## src/rtl/ov_cap.sv

```systemverilog
// OV-series camera capture front-end: oversampled pins, vsync filter, byte packing,
// one-word hold stage for end-of-line tagging, show-ahead output FIFO and status counters.
module ov_cap #(
  parameter int DW         = 8,
  parameter int VS_FILT    = 8,
  parameter int FIFO_DEPTH = 16,
  parameter int CNT_W      = 16
) (
  input  logic              clk_sys,
  input  logic              rst_n,
  input  logic              ov_vsync,
  input  logic              ov_href,
  input  logic              ov_pclk,
  input  logic [DW-1:0]     ov_data,
  input  logic              cfg_en,
  input  logic              cfg_vs_pol,
  input  logic              cfg_pack,
  input  logic              clr_ovf,
  output logic [2*DW-1:0]   m_data,
  output logic              m_sof,
  output logic              m_eol,
  output logic              m_valid,
  input  logic              m_ready,
  output logic [CNT_W-1:0]  stu_line_len,
  output logic [CNT_W-1:0]  stu_frame_lines,
  output logic [CNT_W-1:0]  stu_frame_cnt,
  output logic              stu_ovf
);

  localparam int AW = $clog2(FIFO_DEPTH);
  localparam int EW = 2*DW + 2;
  localparam logic [CNT_W-1:0] CNT_ONE = 1;
  localparam logic [AW:0]      PTR_ONE = 1;

  typedef enum logic [1:0] {ST_IDLE, ST_WAIT_VS, ST_ACTIVE} state_t;
  state_t r_state, w_state_nxt;

  logic               r_vs_m, r_vs_s, r_href_m, r_href_s, r_href_d;
  logic               r_pclk_m, r_pclk_s, r_pclk_d;
  logic [DW-1:0]      r_data_m, r_data_s;
  logic [VS_FILT-1:0] r_vs_sh;
  logic               r_vs_f, r_vs_f_d, r_vs_armed;

  logic               w_pclk_rise, w_href_fall, w_vs_rise, w_vs_fall;
  logic               w_active, w_frame_end, w_line_end, w_cap, w_new_word;
  logic [2*DW-1:0]    w_new_data;
  logic               w_push, w_wr_ok, w_pop, w_empty, w_full;
  logic [EW-1:0]      w_push_entry, w_head;
  logic [CNT_W-1:0]   w_lines_tot;

  logic [DW-1:0]      r_byte_hi;
  logic               r_half, r_hold_valid, r_hold_sof, r_sof_pend;
  logic [2*DW-1:0]    r_hold_data;
  logic [CNT_W-1:0]   r_byte_cnt, r_line_cnt, r_line_len, r_frame_lines, r_frame_cnt;
  logic               r_ovf;
  logic [EW-1:0]      r_mem [FIFO_DEPTH];
  logic [AW:0]        r_wr, r_rd;

  // Data rides the same two-flop pipeline as pclk so the byte lines up with its edge.
  always_ff @(posedge clk_sys) begin
    if (!rst_n) begin
      {r_vs_m, r_vs_s, r_href_m, r_href_s, r_href_d} <= '0;
      {r_pclk_m, r_pclk_s, r_pclk_d}                 <= '0;
      r_data_m <= '0;
      r_data_s <= '0;
      r_vs_sh  <= '0;
      r_vs_f   <= 1'b0;
      r_vs_f_d <= 1'b0;
    end else begin
      r_vs_m   <= ov_vsync;
      r_vs_s   <= r_vs_m;
      r_href_m <= ov_href;
      r_href_s <= r_href_m;
      r_href_d <= r_href_s;
      r_pclk_m <= ov_pclk;
      r_pclk_s <= r_pclk_m;
      r_pclk_d <= r_pclk_s;
      r_data_m <= ov_data;
      r_data_s <= r_data_m;
      r_vs_sh  <= {r_vs_sh[VS_FILT-2:0], r_vs_s ^ ~cfg_vs_pol};
      if (&r_vs_sh)       r_vs_f <= 1'b1;
      else if (~|r_vs_sh) r_vs_f <= 1'b0;
      r_vs_f_d <= r_vs_f;
    end
  end

  assign w_pclk_rise = r_pclk_s & ~r_pclk_d;
  assign w_href_fall = r_href_d & ~r_href_s;
  assign w_vs_rise   = r_vs_f & ~r_vs_f_d;
  assign w_vs_fall   = ~r_vs_f & r_vs_f_d;

  // Arming on a rise makes a mid-frame enable wait for a complete vsync pulse.
  always_ff @(posedge clk_sys) begin
    if (!rst_n || r_state == ST_IDLE) r_vs_armed <= 1'b0;
    else if (w_vs_rise)               r_vs_armed <= 1'b1;
  end

  always_ff @(posedge clk_sys) begin
    if (!rst_n) r_state <= ST_IDLE;
    else        r_state <= w_state_nxt;
  end

  always_comb begin
    w_state_nxt = r_state;
    case (r_state)
      ST_IDLE:    if (cfg_en) w_state_nxt = ST_WAIT_VS;
      ST_WAIT_VS: if (!cfg_en) w_state_nxt = ST_IDLE;
                  else if (r_vs_armed && w_vs_fall) w_state_nxt = ST_ACTIVE;
      ST_ACTIVE:  if (!cfg_en) w_state_nxt = ST_IDLE;
                  else if (w_vs_rise) w_state_nxt = ST_WAIT_VS;
      default:    w_state_nxt = ST_IDLE;
    endcase
  end

  always_comb begin
    w_active     = (r_state == ST_ACTIVE) && cfg_en;
    w_frame_end  = w_active && w_vs_rise;
    w_line_end   = w_active && w_href_fall;
    w_cap        = w_active && w_pclk_rise && r_href_s && !w_vs_rise;
    w_new_word   = w_cap && (!cfg_pack || r_half);
    w_new_data   = cfg_pack ? {r_byte_hi, r_data_s} : {{DW{1'b0}}, r_data_s};
    w_push       = r_hold_valid && (w_new_word || w_line_end || w_frame_end);
    w_push_entry = {r_hold_sof, w_line_end | w_frame_end, r_hold_data};
    w_lines_tot  = (w_line_end && !(&r_line_cnt)) ? r_line_cnt + CNT_ONE : r_line_cnt;
  end

  // sof is latched onto a word when it enters the hold stage; words leave it in order.
  always_ff @(posedge clk_sys) begin
    if (!rst_n) begin
      r_byte_hi    <= '0;
      r_half       <= 1'b0;
      r_hold_valid <= 1'b0;
      r_hold_sof   <= 1'b0;
      r_hold_data  <= '0;
      r_sof_pend   <= 1'b0;
    end else if (!w_active) begin
      r_half       <= 1'b0;
      r_hold_valid <= 1'b0;
      r_sof_pend   <= 1'b1;
    end else if (w_frame_end || w_line_end) begin
      r_half       <= 1'b0;
      r_hold_valid <= 1'b0;
    end else if (w_cap) begin
      if (w_new_word) begin
        r_hold_data  <= w_new_data;
        r_hold_valid <= 1'b1;
        r_hold_sof   <= r_sof_pend;
        r_sof_pend   <= 1'b0;
        r_half       <= 1'b0;
      end else begin
        r_byte_hi <= r_data_s;
        r_half    <= 1'b1;
      end
    end
  end

  always_ff @(posedge clk_sys) begin
    if (!rst_n) begin
      r_byte_cnt    <= '0;
      r_line_cnt    <= '0;
      r_line_len    <= '0;
      r_frame_lines <= '0;
      r_frame_cnt   <= '0;
    end else if (!w_active) begin
      r_byte_cnt <= '0;
      r_line_cnt <= '0;
    end else begin
      if (w_line_end) begin
        r_line_len <= r_byte_cnt;
        r_byte_cnt <= '0;
      end else if (w_cap && !(&r_byte_cnt)) begin
        r_byte_cnt <= r_byte_cnt + CNT_ONE;
      end
      if (w_frame_end) begin
        r_frame_lines <= w_lines_tot;
        r_frame_cnt   <= r_frame_cnt + CNT_ONE;
        r_line_cnt    <= '0;
      end else begin
        r_line_cnt <= w_lines_tot;
      end
    end
  end

  assign w_empty = (r_wr == r_rd);
  assign w_full  = (r_wr[AW] != r_rd[AW]) && (r_wr[AW-1:0] == r_rd[AW-1:0]);
  assign w_pop   = !w_empty && m_ready;
  assign w_wr_ok = w_push && (!w_full || w_pop);
  assign w_head  = r_mem[r_rd[AW-1:0]];

  always_ff @(posedge clk_sys) begin
    if (w_wr_ok) r_mem[r_wr[AW-1:0]] <= w_push_entry;
  end

  always_ff @(posedge clk_sys) begin
    if (!rst_n) begin
      r_wr  <= '0;
      r_rd  <= '0;
      r_ovf <= 1'b0;
    end else begin
      if (w_wr_ok) r_wr <= r_wr + PTR_ONE;
      if (w_pop)   r_rd <= r_rd + PTR_ONE;
      if (w_push && !w_wr_ok) r_ovf <= 1'b1;
      else if (clr_ovf)       r_ovf <= 1'b0;
    end
  end

  assign m_valid         = !w_empty;
  assign m_data          = w_empty ? '0 : w_head[2*DW-1:0];
  assign m_sof           = !w_empty && w_head[EW-1];
  assign m_eol           = !w_empty && w_head[EW-2];
  assign stu_line_len    = r_line_len;
  assign stu_frame_lines = r_frame_lines;
  assign stu_frame_cnt   = r_frame_cnt;
  assign stu_ovf         = r_ovf;

endmodule

```

## config.mk

```make
export PLATFORM = sky130hd
export DESIGN_NAME = ov_cap
export DESIGN_NICKNAME = d
export VERILOG_FILES = /design/src/rtl/ov_cap.sv
export SDC_FILE = /design/constraint.sdc
export NUM_CORES = 1
export LEC_CHECK = 0
export BUFFER_PORTS_ARGS = -buffer_cell sky130_fd_sc_hd__buf_2
export CELL_PAD_IN_SITES_DETAIL_PLACEMENT = 2
export CELL_PAD_IN_SITES_GLOBAL_PLACEMENT = 2
export CORE_ASPECT_RATIO = 0.9
export CORE_MARGIN = 4
export CORE_UTILIZATION = 48
export CTS_CLUSTER_SIZE = 28
export DETAILED_ROUTE_END_ITERATION = 12
export HOLD_SLACK_MARGIN = 0.05
export PLACE_DENSITY_LB_ADDON = 0.1
export SLEW_MARGIN = 20
export SYNTH_ARGS = -nofsm -noshare
export SYNTH_HDL_FRONTEND = slang
export SYNTH_SLANG_ARGS = --single-unit
```

## constraint.sdc

```tcl
create_clock -name clk_sys -period 9 [get_ports clk_sys]
set_input_delay 1.35 -clock clk_sys [delete_from_list [all_inputs] [get_ports clk_sys]]
set_output_delay 1.35 -clock clk_sys [all_outputs]
set_load 0.01 [all_outputs]
```

==> impl_table.tex, run 1 <==
\begin{tabular}{lr}
\hline
Metric & Value \\
\hline
\multicolumn{2}{l}{\textbf{Synthesis}} \\
\quad Cell with the most instances after synthesis & sky130\_fd\_sc\_hd\_\_edfxtp\_1 \\
\quad Synthesis-stage register bit count & 448 \\
\quad Portion of the post-synthesis area used by sequential elements & 69.25\% \\
\quad Total nets after synthesis & 1144 \\
\quad Share of the synthesized area in the top cell type & 50.53\% \\
\quad Share of synthesized flip-flops with an asynchronous set or reset & 0\% \\
\quad Number of warnings reported in the yosys synthesis log & 0 \\
\quad List of most frequent post-synthesis cells & sky130\_fd\_sc\_hd\_\_edfxtp\_1, sky130\_fd\_sc\_hd\_\_dfxtp\_1, sky130\_fd\_sc\_hd\_\_nand2\_1 \\
\quad Cell type with the highest aggregate area in the netlist & sky130\_fd\_sc\_hd\_\_edfxtp\_1 \\
\quad EDFF count, synth & 288 \\
\quad Mapped Cells & 1118 \\
\quad Most common flop cell mapped by yosys & sky130\_fd\_sc\_hd\_\_edfxtp\_1 \\
\quad Number of distinct library cells after synthesis & 51 \\
\quad Biggest area contributors in the synthesized netlist & sky130\_fd\_sc\_hd\_\_edfxtp\_1, sky130\_fd\_sc\_hd\_\_dfxtp\_1, sky130\_fd\_sc\_hd\_\_mux4\_2, sky130\_fd\_sc\_hd\_\_nand2\_1, sky130\_fd\_sc\_hd\_\_a21oi\_1 \\
\quad Per-instance average area after synthesis & 15.31 µm² \\
\quad Total standard cell area after synthesis & 17110 µm² \\
\multicolumn{2}{l}{\textbf{Placement}} \\
\quad IO buf count & 85 \\
\quad Placed wire-length estimate after detailed placement & 30.79 mm \\
\quad Final weighted congestion of routability-driven global placement & 0.7389 \\
\multicolumn{2}{l}{\textbf{Floorplanning}} \\
\quad I/O pin total & 86 \\
\quad Die boundary height & 187.1 µm \\
\quad Initial Util & 48.71\% \\
\quad Num rows & 65 \\
\quad DIE WIDTH & 207.0 µm \\
\multicolumn{2}{l}{\textbf{Status}} \\
\quad Last stage & detailed placement (3\_5\_place\_dp) \\
\quad Error message & [ERROR DPL-0033] detailed placement checks failed during check placement. \\
\quad Run status & stopped before the end \\
\hline
\end{tabular}
cells by family after synthesis:
logic type | count (synthesis) | synth area share, %
buffers and inverters | 64 | 1.484
XOR/XNOR | 44 | 2.252
multiplexers | 103 | 12.60
AND/OR/NAND/NOR | 341 | 10.24
flip-flops | 448 | 69.25
AO/OA/AOI/OAI | 110 | 3.590
adder cells (fa/ha/maj) | 8 | 0.5849
stage by stage:
stage                   std cells  hold WS [ns]  instance area [µm²]  worst slack (ns)
after global placement       1639        0.4146                18110             4.446
after floorplan              1118        0.4119                17110             4.759
==> run 2: changes to the inputs <==
Settings changed: CELL_PAD_IN_SITES_DETAIL_PLACEMENT 2 to default, CELL_PAD_IN_SITES_GLOBAL_PLACEMENT 2 to default, CORE_ASPECT_RATIO 0.9 to default, CORE_UTILIZATION 48 to 33, CTS_CLUSTER_SIZE 28 to default, HOLD_SLACK_MARGIN 0.05 to default, PLACE_DENSITY_LB_ADDON 0.1 to 0.15.
==> impl_table.tex, run 2 <==
\begin{tabular}{lr}
\hline
Metric & Value \\
\hline
\multicolumn{2}{l}{\textbf{STA}} \\
\quad Setup TNS after final layout & 0 ns \\
\quad Crit share post-route & 55.28\% \\
\quad RSZ-0062 raised after global routing & false \\
\quad Number of failing setup endpoints in the final timing report & 0 \\
\quad Final hold violation count & 0 \\
\quad Max\_slew headroom & 26.13\% \\
\quad Final slew viol count & 0 \\
\quad Transition time of the tightest slew-check pin & 1.108 ns \\
\quad Fin Clk Skew & 0.02892 ns \\
\quad Post-route worst setup slack & 4.025 ns \\
\quad Maximum frequency from static timing analysis & 201.0 MHz \\
\quad Time the final worst path needs with I/O delays and setup & 4.975 ns \\
\multicolumn{2}{l}{\textbf{Synthesis}} \\
\quad Most common flop cell mapped by yosys & sky130\_fd\_sc\_hd\_\_edfxtp\_1 \\
\quad Share of the synthesized area in the top cell type & 50.53\% (unchanged) \\
\quad Total nets after synthesis & 1144 (unchanged) \\
\quad Mapped Cells & 1118 (unchanged) \\
\quad EDFF count, synth & 288 (unchanged) \\
\quad Number of warnings reported in the yosys synthesis log & 0 (unchanged) \\
\quad Cell with the most instances after synthesis & sky130\_fd\_sc\_hd\_\_edfxtp\_1 \\
\quad Synthesis-stage register bit count & 448 (unchanged) \\
\quad Cell type with the highest aggregate area in the netlist & sky130\_fd\_sc\_hd\_\_edfxtp\_1 \\
\quad Share of synthesized flip-flops with an asynchronous set or reset & 0\% (unchanged) \\
\quad Portion of the post-synthesis area used by sequential elements & 69.25\% (unchanged) \\
\quad Total standard cell area after synthesis & 17110 µm² (unchanged) \\
\quad Per-instance average area after synthesis & 15.31 µm² (unchanged) \\
\quad Number of distinct library cells after synthesis & 51 (unchanged) \\
\quad List of most frequent post-synthesis cells & sky130\_fd\_sc\_hd\_\_edfxtp\_1, sky130\_fd\_sc\_hd\_\_dfxtp\_1, sky130\_fd\_sc\_hd\_\_nand2\_1 \\
\quad Biggest area contributors in the synthesized netlist & sky130\_fd\_sc\_hd\_\_edfxtp\_1, sky130\_fd\_sc\_hd\_\_dfxtp\_1, sky130\_fd\_sc\_hd\_\_mux4\_2, sky130\_fd\_sc\_hd\_\_nand2\_1, sky130\_fd\_sc\_hd\_\_a21oi\_1 \\
\multicolumn{2}{l}{\textbf{Clocking}} \\
\quad Hold-fix buffers, CTS & 0 \\
\quad Clock sink count & 448 \\
\quad CTS Buffer Depth & 3 \\
\quad Worst-path clk slew & 0.06 ns \\
\quad Root buf cell & sky130\_fd\_sc\_hd\_\_clkbuf\_16 \\
\quad Clock latency on the worst-skew pair & 0.59 ns \\
\quad Post-CTS Resized & 0 \\
\quad CTS Buf Count & 50 \\
\quad TritonCTS clock tree & built \\
\quad Post-CTS setup repair buffer count & 0 \\
\quad H-tree depth & 2 \\
\multicolumn{2}{l}{\textbf{Worst setup path}} \\
\quad Worst setup path category & flip-flop to output port \\
\quad Slowest cell on crit path & sky130\_fd\_sc\_hd\_\_buf\_4 \\
\quad Nature of the critical path endpoint & output port \\
\quad Worst setup SP type & flip-flop \\
\quad Endpoint required time on the critical path & 7.65 ns \\
\quad Minimum setup slack among reg-to-reg paths & 5.62 ns \\
\quad Most common cell type on the critical path & sky130\_fd\_sc\_hd\_\_mux4\_2 \\
\quad Worst reg-to-reg path cell count & 6 \\
\quad Ordered list of cells on the worst path & buf\_4 > mux4\_2 > mux4\_2 > and2\_1 > buf\_2 \\
\quad Crit path DAT & 3.63 ns \\
\quad Highest fanout seen on the critical path & 46 \\
\quad Maximum cell stage delay along the critical path & 0.82 ns \\
\multicolumn{2}{l}{\textbf{Drt}} \\
\quad Average vias per placed instance & 4.913 \\
\quad Length of the first detailed-routing pass in iterations & 4 \\
\quad Post-route ant nets & 0 \\
\quad Via Count & 9537 \\
\quad Detailed-route wire length & 40.06 mm \\
\quad Remaining routing DRC violations & 0 \\
\quad Number of violations reported at the end of detailed-routing iteration 0 & 500 \\
\quad Average wire per cell in the routed design & 20.64 µm \\
\multicolumn{2}{l}{\textbf{GRT}} \\
\quad Vias in the first global route & 9775 \\
\quad Remaining Overflow, GRT & 0 \\
\quad Routing layer with the top usage in global route & met2 \\
\quad Global Route Usage Sum & 14.31\% \\
\quad Largest net degree at the start of global routing & 73 \\
\quad M1 GR Usage & 19.86\% \\
\quad Global routing usage on met2 & 23.23\% \\
\quad Antenna violations before repair & 2 \\
\quad First-pass GRT wire length & 61.49 mm \\
\quad Grt met3 use & 2.648\% \\
\multicolumn{2}{l}{\textbf{Floorplanning}} \\
\quad Die boundary height & 235.7 µm (+26\%) \\
\quad Num rows & 83 (+28\%) \\
\quad Initial Util & 33.36\% (-15 points) \\
\quad I/O pin total & 86 (unchanged) \\
\quad Die Outline Area & 55570 µm² \\
\quad Floorplan Core Area & 51300 µm² \\
\quad DIE WIDTH & 235.7 µm (+14\%) \\
\multicolumn{2}{l}{\textbf{Layout}} \\
\quad Ant diodes & 0 \\
\quad Top library cells by usage in the layout, fill and taps aside & sky130\_fd\_sc\_hd\_\_edfxtp\_1, sky130\_fd\_sc\_hd\_\_dfxtp\_1, sky130\_fd\_sc\_hd\_\_nand2\_1 \\
\quad Most frequent standard cell in the layout excluding fill and tap cells & sky130\_fd\_sc\_hd\_\_edfxtp\_1 \\
\quad Area of all placed cells without fillers & 20000 µm² \\
\quad Net count reported at finish & 1247 \\
\quad Total of fill cells in the finished design & 4838 \\
\quad Number of flip-flops in the largest register & 288 \\
\quad Share of cells above drive strength 1 & 23.31\% \\
\quad Area added between synthesis and finish & 16.87\% \\
\multicolumn{2}{l}{\textbf{Placement}} \\
\quad Final weighted congestion of routability-driven global placement & 0.7303 (-1.2\%) \\
\quad Worst slack after detailed placement & 4.507 ns \\
\quad Placed wire-length estimate after detailed placement & 24.75 mm (-20\%) \\
\quad IO buf count & 85 (unchanged) \\
\quad Placement-stage cell area & 18410 µm² \\
\multicolumn{2}{l}{\textbf{Min path}} \\
\quad Class of the worst hold path & flip-flop to flip-flop \\
\quad Depth of the worst hold-timing path & 1 \\
\multicolumn{2}{l}{\textbf{Pwr}} \\
\quad Power after layout & 4.153 mW \\
\quad Total leakage power & 5.757 nW \\
\quad Peak supply drop & 0.1612 mV \\
\quad Power density over the cells & 207.6 nW/µm² \\
\multicolumn{2}{l}{\textbf{Flow run}} \\
\quad Number of max-cap violations & 0 \\
\multicolumn{2}{l}{\textbf{Status}} \\
\quad Run status & complete, no violations \\
\hline
\end{tabular}
-- run 2: cell counts after synthesis --
Identical to the previous run, type by type.
-- run 2: power by group --
| part | internal [mW] | leakage, nW | switching, mW |
|---|---|---|---|
| Sequential | 2.17 | 3.35 | 0.00316 |
| Combinational | 0.00762 | 1.62 | 0.0132 |
| Clock | 1.15 | 0.781 | 0.813 |
| Total | 3.32 | 5.76 | 0.830 |
-- run 2: cells by family after synthesis --
logic type	Yosys count	synth area share [%]
buffers and inverters	64	1.484
DFF	448	69.25
and+or+nand+nor	341	10.24
adders and majority gates	8	0.5849
muxes	103	12.60
AOI/OAI and AO/OA	110	3.590
xor gates and xnor gates	44	2.252
-- run 2: worst max-delay path: cells and delay by family, from the launching register on --
kind / cells / cell delay [ns]
buffers and inverters: 2 / 0.97
DFF: 1 / 0.72
muxes: 2 / 1.11
and+or+nand+nor: 1 / 0.19
-- run 2: final timing paths --
| check | to | from |
|---|---|---|
| hold / removal | r_data_s[6] | r_data_m[6] |
| hold reg to reg | r_data_s[6] | r_data_m[6] |
| setup / recovery | m_eol | flip-flop |
| setup reg to reg | r_mem[2][12] | r_vs_f_d |
-- run 2: layout make-up --
cell class                      count  area (µm²)  share of cell area [%]
Clock inverter                     22       181.4                  0.9071
Clock buffer                       70        1408                   7.038
Timing Repair Buffer              102       553.0                   2.765
Tap cell                          680       850.8                   4.254
Sequential cell                   448       11860                   59.29
Multi-Input combinational cell    606        5100                   25.50
Inverter                           13       48.80                  0.2440
-- run 2: per-layer routing --
| metal | vias up | part of all wire (%) |
|---|---|---|
| li1 | 4447 | - |
| met1 | 4851 | 46 |
| met2 | 175 | 48 |
| met3 | 60 | 4.1 |
| met4 | 4 | 2.2 |
| met5 | - | 0.037 |
-- run 2: through the flow --
step,cells,utilization [%],hold slack (ns)
3_5_place_dp,1849,35.88,0.4181
6_report,1941,38.99,0.4301
5_1_grt,1941,38.99,0.4407
4_1_cts,1941,38.98,0.4317
2_1_floorplan,1118,-,0.4119
3_3_place_gp,1849,35.81,0.4188
No activity file was read; power rests on OpenSTA's default activity.
==> run 3: changes to the inputs <==
Clock period 9 ns to 4.1 ns, I/O delays scaled along.
==> impl_table.tex, run 3 (synthesis gave the netlist of run 2 again) <==
\begin{tabular}{lr}
\hline
Metric & Value \\
\hline
\multicolumn{2}{l}{\textbf{Drt}} \\
\quad Detailed-route wire length & 38.24 mm (-4.5\%) \\
\quad Average vias per placed instance & 4.831 (-1.7\%) \\
\quad Remaining routing DRC violations & 0 (unchanged) \\
\quad Length of the first detailed-routing pass in iterations & 5 (+1) \\
\quad Average wire per cell in the routed design & 19.63 µm (-4.9\%) \\
\quad Via Count & 9410 (-1.3\%) \\
\quad Post-route ant nets & 0 (unchanged) \\
\quad Number of violations reported at the end of detailed-routing iteration 0 & 482 (-3.6\%) \\
\multicolumn{2}{l}{\textbf{GRT}} \\
\quad First-pass GRT wire length & 59.74 mm (-2.8\%) \\
\quad Largest net degree at the start of global routing & 42 (-42\%) \\
\quad Remaining Overflow, GRT & 0 (unchanged) \\
\quad Antenna violations before repair & 3 (+1) \\
\quad Global Route Usage Sum & 13.77\% (-0.54 points) \\
\quad Vias in the first global route & 9903 (+1.3\%) \\
\multicolumn{2}{l}{\textbf{Clocking}} \\
\quad TritonCTS clock tree & built \\
\quad Root buf cell & sky130\_fd\_sc\_hd\_\_clkbuf\_16 \\
\quad H-tree depth & 2 (unchanged) \\
\quad Worst-path clk slew & 0.06 ns (about the same) \\
\quad Clock latency on the worst-skew pair & 0.58 ns (about the same) \\
\quad Hold-fix buffers, CTS & 0 (unchanged) \\
\quad CTS Buf Count & 49 (-2.0\%) \\
\quad Post-CTS Resized & 0 (unchanged) \\
\quad CTS Buffer Depth & 3 (unchanged) \\
\quad Clock sink count & 448 (unchanged) \\
\quad Post-CTS setup repair buffer count & 0 (unchanged) \\
\multicolumn{2}{l}{\textbf{Pwr}} \\
\quad Clock power frac & 47.3\% (about the same) \\
\quad Net Sw Frac & 19.19\% (-0.79 points) \\
\quad Peak supply drop & 0.2698 mV (+67\%) \\
\quad Power Internal & 7.369 mW (+120\%) \\
\quad Flop pwr share & 52.2\% (about the same) \\
\quad Net Switching & 1.750 mW (+110\%) \\
\quad Comb power frac & 0.5\% (about the same) \\
\quad Total leakage power & 6.393 nW (+11\%) \\
\quad Power density over the cells & 454.0 nW/µm² (+120\%) \\
\multicolumn{2}{l}{\textbf{Layout}} \\
\quad Number of flip-flops in the largest register & 288 (unchanged) \\
\quad Share of cells above drive strength 1 & 24.13\% (+0.82 points) \\
\quad Cell Count, Final, Fillers Out & 1948 (+0.36\%) \\
\quad Area added between synthesis and finish & 17.36\% \\
\quad Top library cells by usage in the layout, fill and taps aside & sky130\_fd\_sc\_hd\_\_edfxtp\_1, sky130\_fd\_sc\_hd\_\_dfxtp\_1, sky130\_fd\_sc\_hd\_\_nand2\_1 \\
\quad Ant diodes & 0 (unchanged) \\
\quad Most frequent standard cell in the layout excluding fill and tap cells & sky130\_fd\_sc\_hd\_\_edfxtp\_1 \\
\quad Multi-input gate area & 5061 µm² (-0.76\%) \\
\quad Net count reported at finish & 1258 (+0.88\%) \\
\quad Sequential cell area & 11860 µm² (unchanged) \\
\quad Total of fill cells in the finished design & 4814 (-0.50\%) \\
\multicolumn{2}{l}{\textbf{STA}} \\
\quad RSZ-0062 raised after global routing & false \\
\quad Fin Clk Skew & 0.02871 ns (-0.0002096 ns) \\
\quad Setup TNS after final layout & 0 ns (unchanged) \\
\quad Transition time of the tightest slew-check pin & 0.9546 ns (-0.1534 ns) \\
\quad Crit share post-route & 87.79\% \\
\quad Number of failing setup endpoints in the final timing report & 0 (unchanged) \\
\quad Final hold violation count & 0 (unchanged) \\
\quad Maximum frequency from static timing analysis & 277.8 MHz \\
\quad Final slew viol count & 0 (unchanged) \\
\quad Max\_slew headroom & 35.77\% (+9.6 points) \\
\quad Time the final worst path needs with I/O delays and setup & 3.599 ns \\
\multicolumn{2}{l}{\textbf{Floorplanning}} \\
\quad Num rows & 83 (unchanged) \\
\quad I/O pin total & 86 (unchanged) \\
\quad Die Outline Area & 55570 µm² (unchanged) \\
\quad Floorplan Core Area & 51300 µm² (unchanged) \\
\quad Die boundary height & 235.7 µm (unchanged) \\
\quad Initial Util & 33.36\% (unchanged) \\
\quad DIE WIDTH & 235.7 µm (unchanged) \\
\multicolumn{2}{l}{\textbf{Worst setup path}} \\
\quad Highest fanout seen on the critical path & 19 (-59\%) \\
\quad Crit path DAT & 2.98 ns (-0.65 ns) \\
\quad Nature of the critical path endpoint & output port \\
\quad Slowest cell on crit path & sky130\_fd\_sc\_hd\_\_nand2\_1 \\
\quad Worst setup path category & flip-flop to output port \\
\quad Endpoint required time on the critical path & 3.48 ns (-4.17 ns) \\
\quad Worst setup SP type & flip-flop \\
\quad Maximum cell stage delay along the critical path & 0.67 ns (-0.15 ns) \\
\quad Ordered list of cells on the worst path & xor2\_1 > nor4\_4 > nand2\_1 > and2\_1 > buf\_2 \\
\multicolumn{2}{l}{\textbf{Min path}} \\
\quad Class of the worst hold path & input port to flip-flop \\
\multicolumn{2}{l}{\textbf{Placement}} \\
\quad Final weighted congestion of routability-driven global placement & 0.7442 (+1.9\%) \\
\quad Placed wire-length estimate after detailed placement & 23.93 mm (-3.3\%) \\
\quad Cells after DPL & 1861 (+0.65\%) \\
\quad IO buf count & 85 (unchanged) \\
\multicolumn{2}{l}{\textbf{Flow run}} \\
\quad Number of max-cap violations & 0 (unchanged) \\
\multicolumn{2}{l}{\textbf{Status}} \\
\quad Run status & complete, no violations \\
\hline
\end{tabular}
## run 3: final cells by class
cell class	instances	area share, %
clock inverter	20	1.022
timing repair buffer	114	3.389
inverter	13	0.2430
clock buffer	67	6.865
tap	680	4.236
sequential	448	59.05
multi-input combinational	606	25.20
## run 3: critical path: cells and delay by family, from the launching register on
kind                      cells  cell delay (ns)
DFF                           1             0.57
buffers and inverters         1             0.14
xor gates and xnor gates      1             0.17
and+or+nand+nor               3             1.52
## run 3: layer usage
layer | GRT usage [%] | vias up | wire length, µm
met4 | 3.524 | 4 | 721
met3 | 2.624 | 55 | 1486
li1 | - | 4459 | -
met5 | 0 | - | 22
met2 | 22.96 | 146 | 18590
met1 | 18.65 | 4746 | 17430
## run 3: path summary, 6_finish.rpt
path                            startpoint     endpoint  slack [ns]  depth (start not counted)
worst min register to register      r_vs_m       r_vs_s        0.43                          1
worst max-delay path               r_wr[3]    m_data[7]        0.50                          5
worst max register to register    r_vs_f_d  r_mem[0][3]        1.31                          6
worst min-delay path            ov_data[5]  r_data_m[5]        0.25                          2
## run 3: stage by stage
step / power [mW] / utilization, % / hold WS [ns] / worst slack, ns / cell area, µm²
after floorplan: 4.886 / - / 0.4119 / 0.5940 / 17110
after global placement: 4.906 / 36.06 / 0.4146 / 1.025 / 18500
after detailed placement: 4.906 / 36.06 / 0.4185 / 0.9754 / 18500
after CTS: 9.260 / 39.14 / 0.2060 / 0.3513 / 20080
after global routing: 9.474 / 39.15 / 0.2205 / 0.2328 / 20080
final: 9.119 / 39.15 / 0.2543 / 0.5007 / 20080
## run 3: power by group through the flow
stage               Clock (mW)  Sequential, mW  Combinational [mW]
CTS                       4.45            4.76              0.0470
floorplan                    0            4.86              0.0289
detailed placement           0            4.86              0.0469
finish                    4.31            4.76              0.0451
global placement             0            4.86              0.0467
global route              4.66            4.76              0.0514
==> run 4: changes to the inputs <==
Settings changed: ABC_AREA from default to 1, CTS_BUF_LIST from default to sky130_fd_sc_hd__clkbuf_8.
==> impl_table.tex, run 4 <==
\begin{tabular}{lr}
\hline
Metric & Value \\
\hline
\multicolumn{2}{l}{\textbf{Status}} \\
\quad Run status & complete, no violations \\
\multicolumn{2}{l}{\textbf{Floorplanning}} \\
\quad Die Outline Area & 59960 µm² (+7.9\%) \\
\quad Die boundary height & 244.9 µm (+3.9\%) \\
\quad Num rows & 86 (+3.6\%) \\
\quad Floorplan Core Area & 55310 µm² (+7.8\%) \\
\quad DIE WIDTH & 244.9 µm (+3.9\%) \\
\quad Initial Util & 33.48\% (+0.12 points) \\
\quad I/O pin total & 86 (unchanged) \\
\multicolumn{2}{l}{\textbf{Min path}} \\
\quad Class of the worst hold path & input port to flip-flop \\
\quad Depth of the worst hold-timing path & 3 (+1) \\
\quad Worst hold path startpoint & ov\_data[2] \\
\multicolumn{2}{l}{\textbf{Clocking}} \\
\quad TritonCTS clock tree & built \\
\quad H-tree depth & 3 (+1) \\
\quad CTS Buf Count & 79 (+61\%) \\
\quad Clock sink count & 448 (unchanged) \\
\quad Root buf cell & sky130\_fd\_sc\_hd\_\_clkbuf\_8 \\
\quad Worst-path clk slew & 0.06 ns (about the same) \\
\quad Clock latency on the worst-skew pair & 0.64 ns (+0.06 ns) \\
\quad Hold-fix buffers, CTS & 0 (unchanged) \\
\quad Post-CTS setup repair buffer count & 0 (unchanged) \\
\quad CTS Buffer Depth & 3 (unchanged) \\
\quad Post-CTS Resized & 0 (unchanged) \\
\multicolumn{2}{l}{\textbf{Placement}} \\
\quad Placement-stage cell area & 19820 µm² (+7.2\%) \\
\quad Final weighted congestion of routability-driven global placement & 0.7839 (+5.3\%) \\
\quad Worst slack after detailed placement & 0.9721 ns (-0.003341 ns) \\
\quad Placed wire-length estimate after detailed placement & 28.96 mm (+21\%) \\
\quad IO buf count & 85 (unchanged) \\
\multicolumn{2}{l}{\textbf{STA}} \\
\quad Final slew viol count & 0 (unchanged) \\
\quad Maximum frequency from static timing analysis & 272.0 MHz (-2.1\%) \\
\quad Setup TNS after final layout & 0 ns (unchanged) \\
\quad Crit share post-route & 89.68\% (+1.9 points) \\
\quad Post-route worst setup slack & 0.4230 ns (-0.07771 ns) \\
\quad Final hold violation count & 0 (unchanged) \\
\quad Number of failing setup endpoints in the final timing report & 0 (unchanged) \\
\quad Fin Clk Skew & 0.02237 ns (-0.006339 ns) \\
\quad Transition time of the tightest slew-check pin & 1.116 ns (+0.1612 ns) \\
\quad RSZ-0062 raised after global routing & false \\
\quad Time the final worst path needs with I/O delays and setup & 3.677 ns (+0.07770 ns) \\
\quad Max\_slew headroom & 25.53\% (-10 points) \\
\quad Post-Route Hold Slack & 0.1606 ns (-0.09370 ns) \\
\multicolumn{2}{l}{\textbf{Synthesis}} \\
\quad Number of warnings reported in the yosys synthesis log & 0 (unchanged) \\
\quad Total nets after synthesis & 1902 (+66\%) \\
\quad Share of synthesized flip-flops with an asynchronous set or reset & 0\% (unchanged) \\
\quad List of most frequent post-synthesis cells & sky130\_fd\_sc\_hd\_\_nand2\_1, sky130\_fd\_sc\_hd\_\_edfxtp\_1, sky130\_fd\_sc\_hd\_\_inv\_1 \\
\quad Total standard cell area after synthesis & 18520 µm² (+8.2\%) \\
\quad Synthesis-stage register bit count & 448 (unchanged) \\
\quad Portion of the post-synthesis area used by sequential elements & 64.00\% (-5.2 points) \\
\quad Cell with the most instances after synthesis & sky130\_fd\_sc\_hd\_\_nand2\_1 \\
\quad EDFF count, synth & 288 (unchanged) \\
\quad Mapped Cells & 1876 (+68\%) \\
\quad Share of the synthesized area in the top cell type & 46.71\% (-3.8 points) \\
\quad Number of distinct library cells after synthesis & 38 (-25\%) \\
\quad Most common flop cell mapped by yosys & sky130\_fd\_sc\_hd\_\_edfxtp\_1 \\
\quad Biggest area contributors in the synthesized netlist & sky130\_fd\_sc\_hd\_\_edfxtp\_1, sky130\_fd\_sc\_hd\_\_dfxtp\_1, sky130\_fd\_sc\_hd\_\_nand2\_1, sky130\_fd\_sc\_hd\_\_inv\_1, sky130\_fd\_sc\_hd\_\_nand3\_1 \\
\quad Cell type with the highest aggregate area in the netlist & sky130\_fd\_sc\_hd\_\_edfxtp\_1 \\
\quad Per-instance average area after synthesis & 9.870 µm² (-36\%) \\
\multicolumn{2}{l}{\textbf{Drt}} \\
\quad Average vias per placed instance & 4.675 (-3.2\%) \\
\quad Detailed-route wire length & 46.40 mm (+21\%) \\
\quad Remaining routing DRC violations & 0 (unchanged) \\
\quad Number of violations reported at the end of detailed-routing iteration 0 & 704 (+46\%) \\
\quad Via Count & 13020 (+38\%) \\
\quad Post-route ant nets & 0 (unchanged) \\
\quad Average wire per cell in the routed design & 16.66 µm (-15\%) \\
\quad Length of the first detailed-routing pass in iterations & 6 (+1) \\
\multicolumn{2}{l}{\textbf{Worst setup path}} \\
\quad Ordered list of cells on the worst path & buf\_4 > buf\_4 > o211ai\_1 > nand3\_1 > nand3\_1 > a21boi\_0 > buf\_2 \\
\quad Endpoint required time on the critical path & 3.48 ns (about the same) \\
\quad Nature of the critical path endpoint & output port \\
\quad Worst setup path category & flip-flop to output port \\
\quad Crit path DAT & 3.06 ns (+0.08 ns) \\
\quad Buffers \& Inverters on Critical Path & 3 (+2) \\
\quad Highest fanout seen on the critical path & 90 (+71) \\
\quad Worst setup SP type & flip-flop \\
\quad Slowest cell on crit path & sky130\_fd\_sc\_hd\_\_dfxtp\_4 \\
\quad Worst reg-to-reg path cell count & 8 (+2) \\
\quad Number of stages on the worst setup path & 7 (+2) \\
\quad Startpoint of the worst-slack reg-to-reg timing path & r\_wr[3] \\
\quad Maximum cell stage delay along the critical path & 0.92 ns (+0.25 ns) \\
\quad Cell family with most CP delay & flip-flops \\
\multicolumn{2}{l}{\textbf{GRT}} \\
\quad Antenna violations before repair & 2 (-1) \\
\quad Remaining Overflow, GRT & 0 (unchanged) \\
\quad Global Route Usage Sum & 15.51\% (+1.7 points) \\
\quad Largest net degree at the start of global routing & 91 (+120\%) \\
\quad First-pass GRT wire length & 73.24 mm (+23\%) \\
\quad Vias in the first global route & 12980 (+31\%) \\
\multicolumn{2}{l}{\textbf{Pwr}} \\
\quad Net Switching & 2.232 mW (+28\%) \\
\quad Total leakage power & 8.132 nW (+27\%) \\
\quad Clock power frac & 40.3\% (-7.0 points) \\
\quad Comb power frac & 6.1\% (+5.6 points) \\
\quad Power Internal & 6.775 mW (-8.1\%) \\
\quad Net Sw Frac & 24.78\% (+5.6 points) \\
\quad Peak supply drop & 0.1914 mV (-29\%) \\
\quad Power density over the cells & 425.3 nW/µm² (-6.3\%) \\
\quad Flop pwr share & 53.6\% (+1.4 points) \\
\multicolumn{2}{l}{\textbf{Layout}} \\
\quad Most frequent standard cell in the layout excluding fill and tap cells & sky130\_fd\_sc\_hd\_\_nand2\_1 \\
\quad Share of cells above drive strength 1 & 12.13\% (-12 points) \\
\quad Area added between synthesis and finish & 14.38\% \\
\quad Net count reported at finish & 2009 (+60\%) \\
\quad Final design utilization & 38.29\% (-0.86 points) \\
\quad Area of all placed cells without fillers & 21180 µm² (+5.5\%) \\
\quad Total of fill cells in the finished design & 5694 (+18\%) \\
\quad Top library cells by usage in the layout, fill and taps aside & sky130\_fd\_sc\_hd\_\_nand2\_1, sky130\_fd\_sc\_hd\_\_inv\_1, sky130\_fd\_sc\_hd\_\_edfxtp\_1 \\
\quad Number of flip-flops in the largest register & 288 (unchanged) \\
\multicolumn{2}{l}{\textbf{Flow run}} \\
\quad Number of max-cap violations & 0 (unchanged) \\
\hline
\end{tabular}
-- run 4: worst paths after layout --
kind	slack [ns]	end
min	0.16	r_data_m[2]
max reg2reg	1.24	flip-flop
min reg2reg	0.41	r_vs_s
max	0.42	m_sof
-- run 4: cell families (layout without fill, tap and decap cells) --
kind of cell    after synthesis  count (layout)  synth area share (%)
flops                       448             448                 64.00
fa+ha+maj                     8               8                0.5406
xor+xnor                     28              28                 1.324
simple gates                663             663                 15.25
buf+inv                     362             523                 7.582
compound gates              367             367                 11.30
other cells                   0               1                     0
-- run 4: worst register-to-register path, cell delays in order (launching register included) --
cell,delay [ns]
sky130_fd_sc_hd__dfxtp_1,0.47
sky130_fd_sc_hd__inv_1,0.19
sky130_fd_sc_hd__nand2_1,0.09
sky130_fd_sc_hd__nand2_1,0.05
sky130_fd_sc_hd__nor2_1,0.12
sky130_fd_sc_hd__nand3_1,0.81
sky130_fd_sc_hd__nand2_1,0.61
sky130_fd_sc_hd__o21ai_0,0.19
sky130_fd_sc_hd__a21oi_1,0.23
-- run 4: area by class of cell --
class | instances | area (µm²) | area share (%)
Antenna cell | 1 | 2.502 | 0.01182
Clock buffer | 80 | 1101 | 5.199
Clock inverter | 55 | 251.5 | 1.187
Inverter | 270 | 1013 | 4.785
Multi-Input combinational cell | 1066 | 5304 | 25.04
Sequential cell | 448 | 11860 | 56.00
Tap cell | 748 | 935.9 | 4.419
Timing Repair Buffer | 118 | 710.7 | 3.356
-- run 4: through the flow --
| stage | total power [mW] | cells |
|---|---|---|
| global route | 9.418 | 2785 |
| detailed placement | 5.477 | 2650 |
| floorplan | 5.270 | 1876 |
| finish | 9.008 | 2786 |
| CTS | 9.163 | 2785 |
| global placement | 5.473 | 2650 |
-- run 4: routing by layer --
layer	global-route usage [%]	vias up	wire length, µm
met5	0	-	7
met4	4.950	2	1214
met2	25.44	270	21600
met1	20.51	6138	21370
li1	-	6532	-
met3	3.474	82	2204
-- run 4: power groups by stage --
stage	Clock [mW]	Combinational, mW	Sequential, mW
finish	3.63	0.546	4.83
global route	3.97	0.615	4.83
CTS	3.78	0.556	4.83
detailed placement	0	0.553	4.92
global placement	0	0.550	4.92
floorplan	0	0.403	4.87
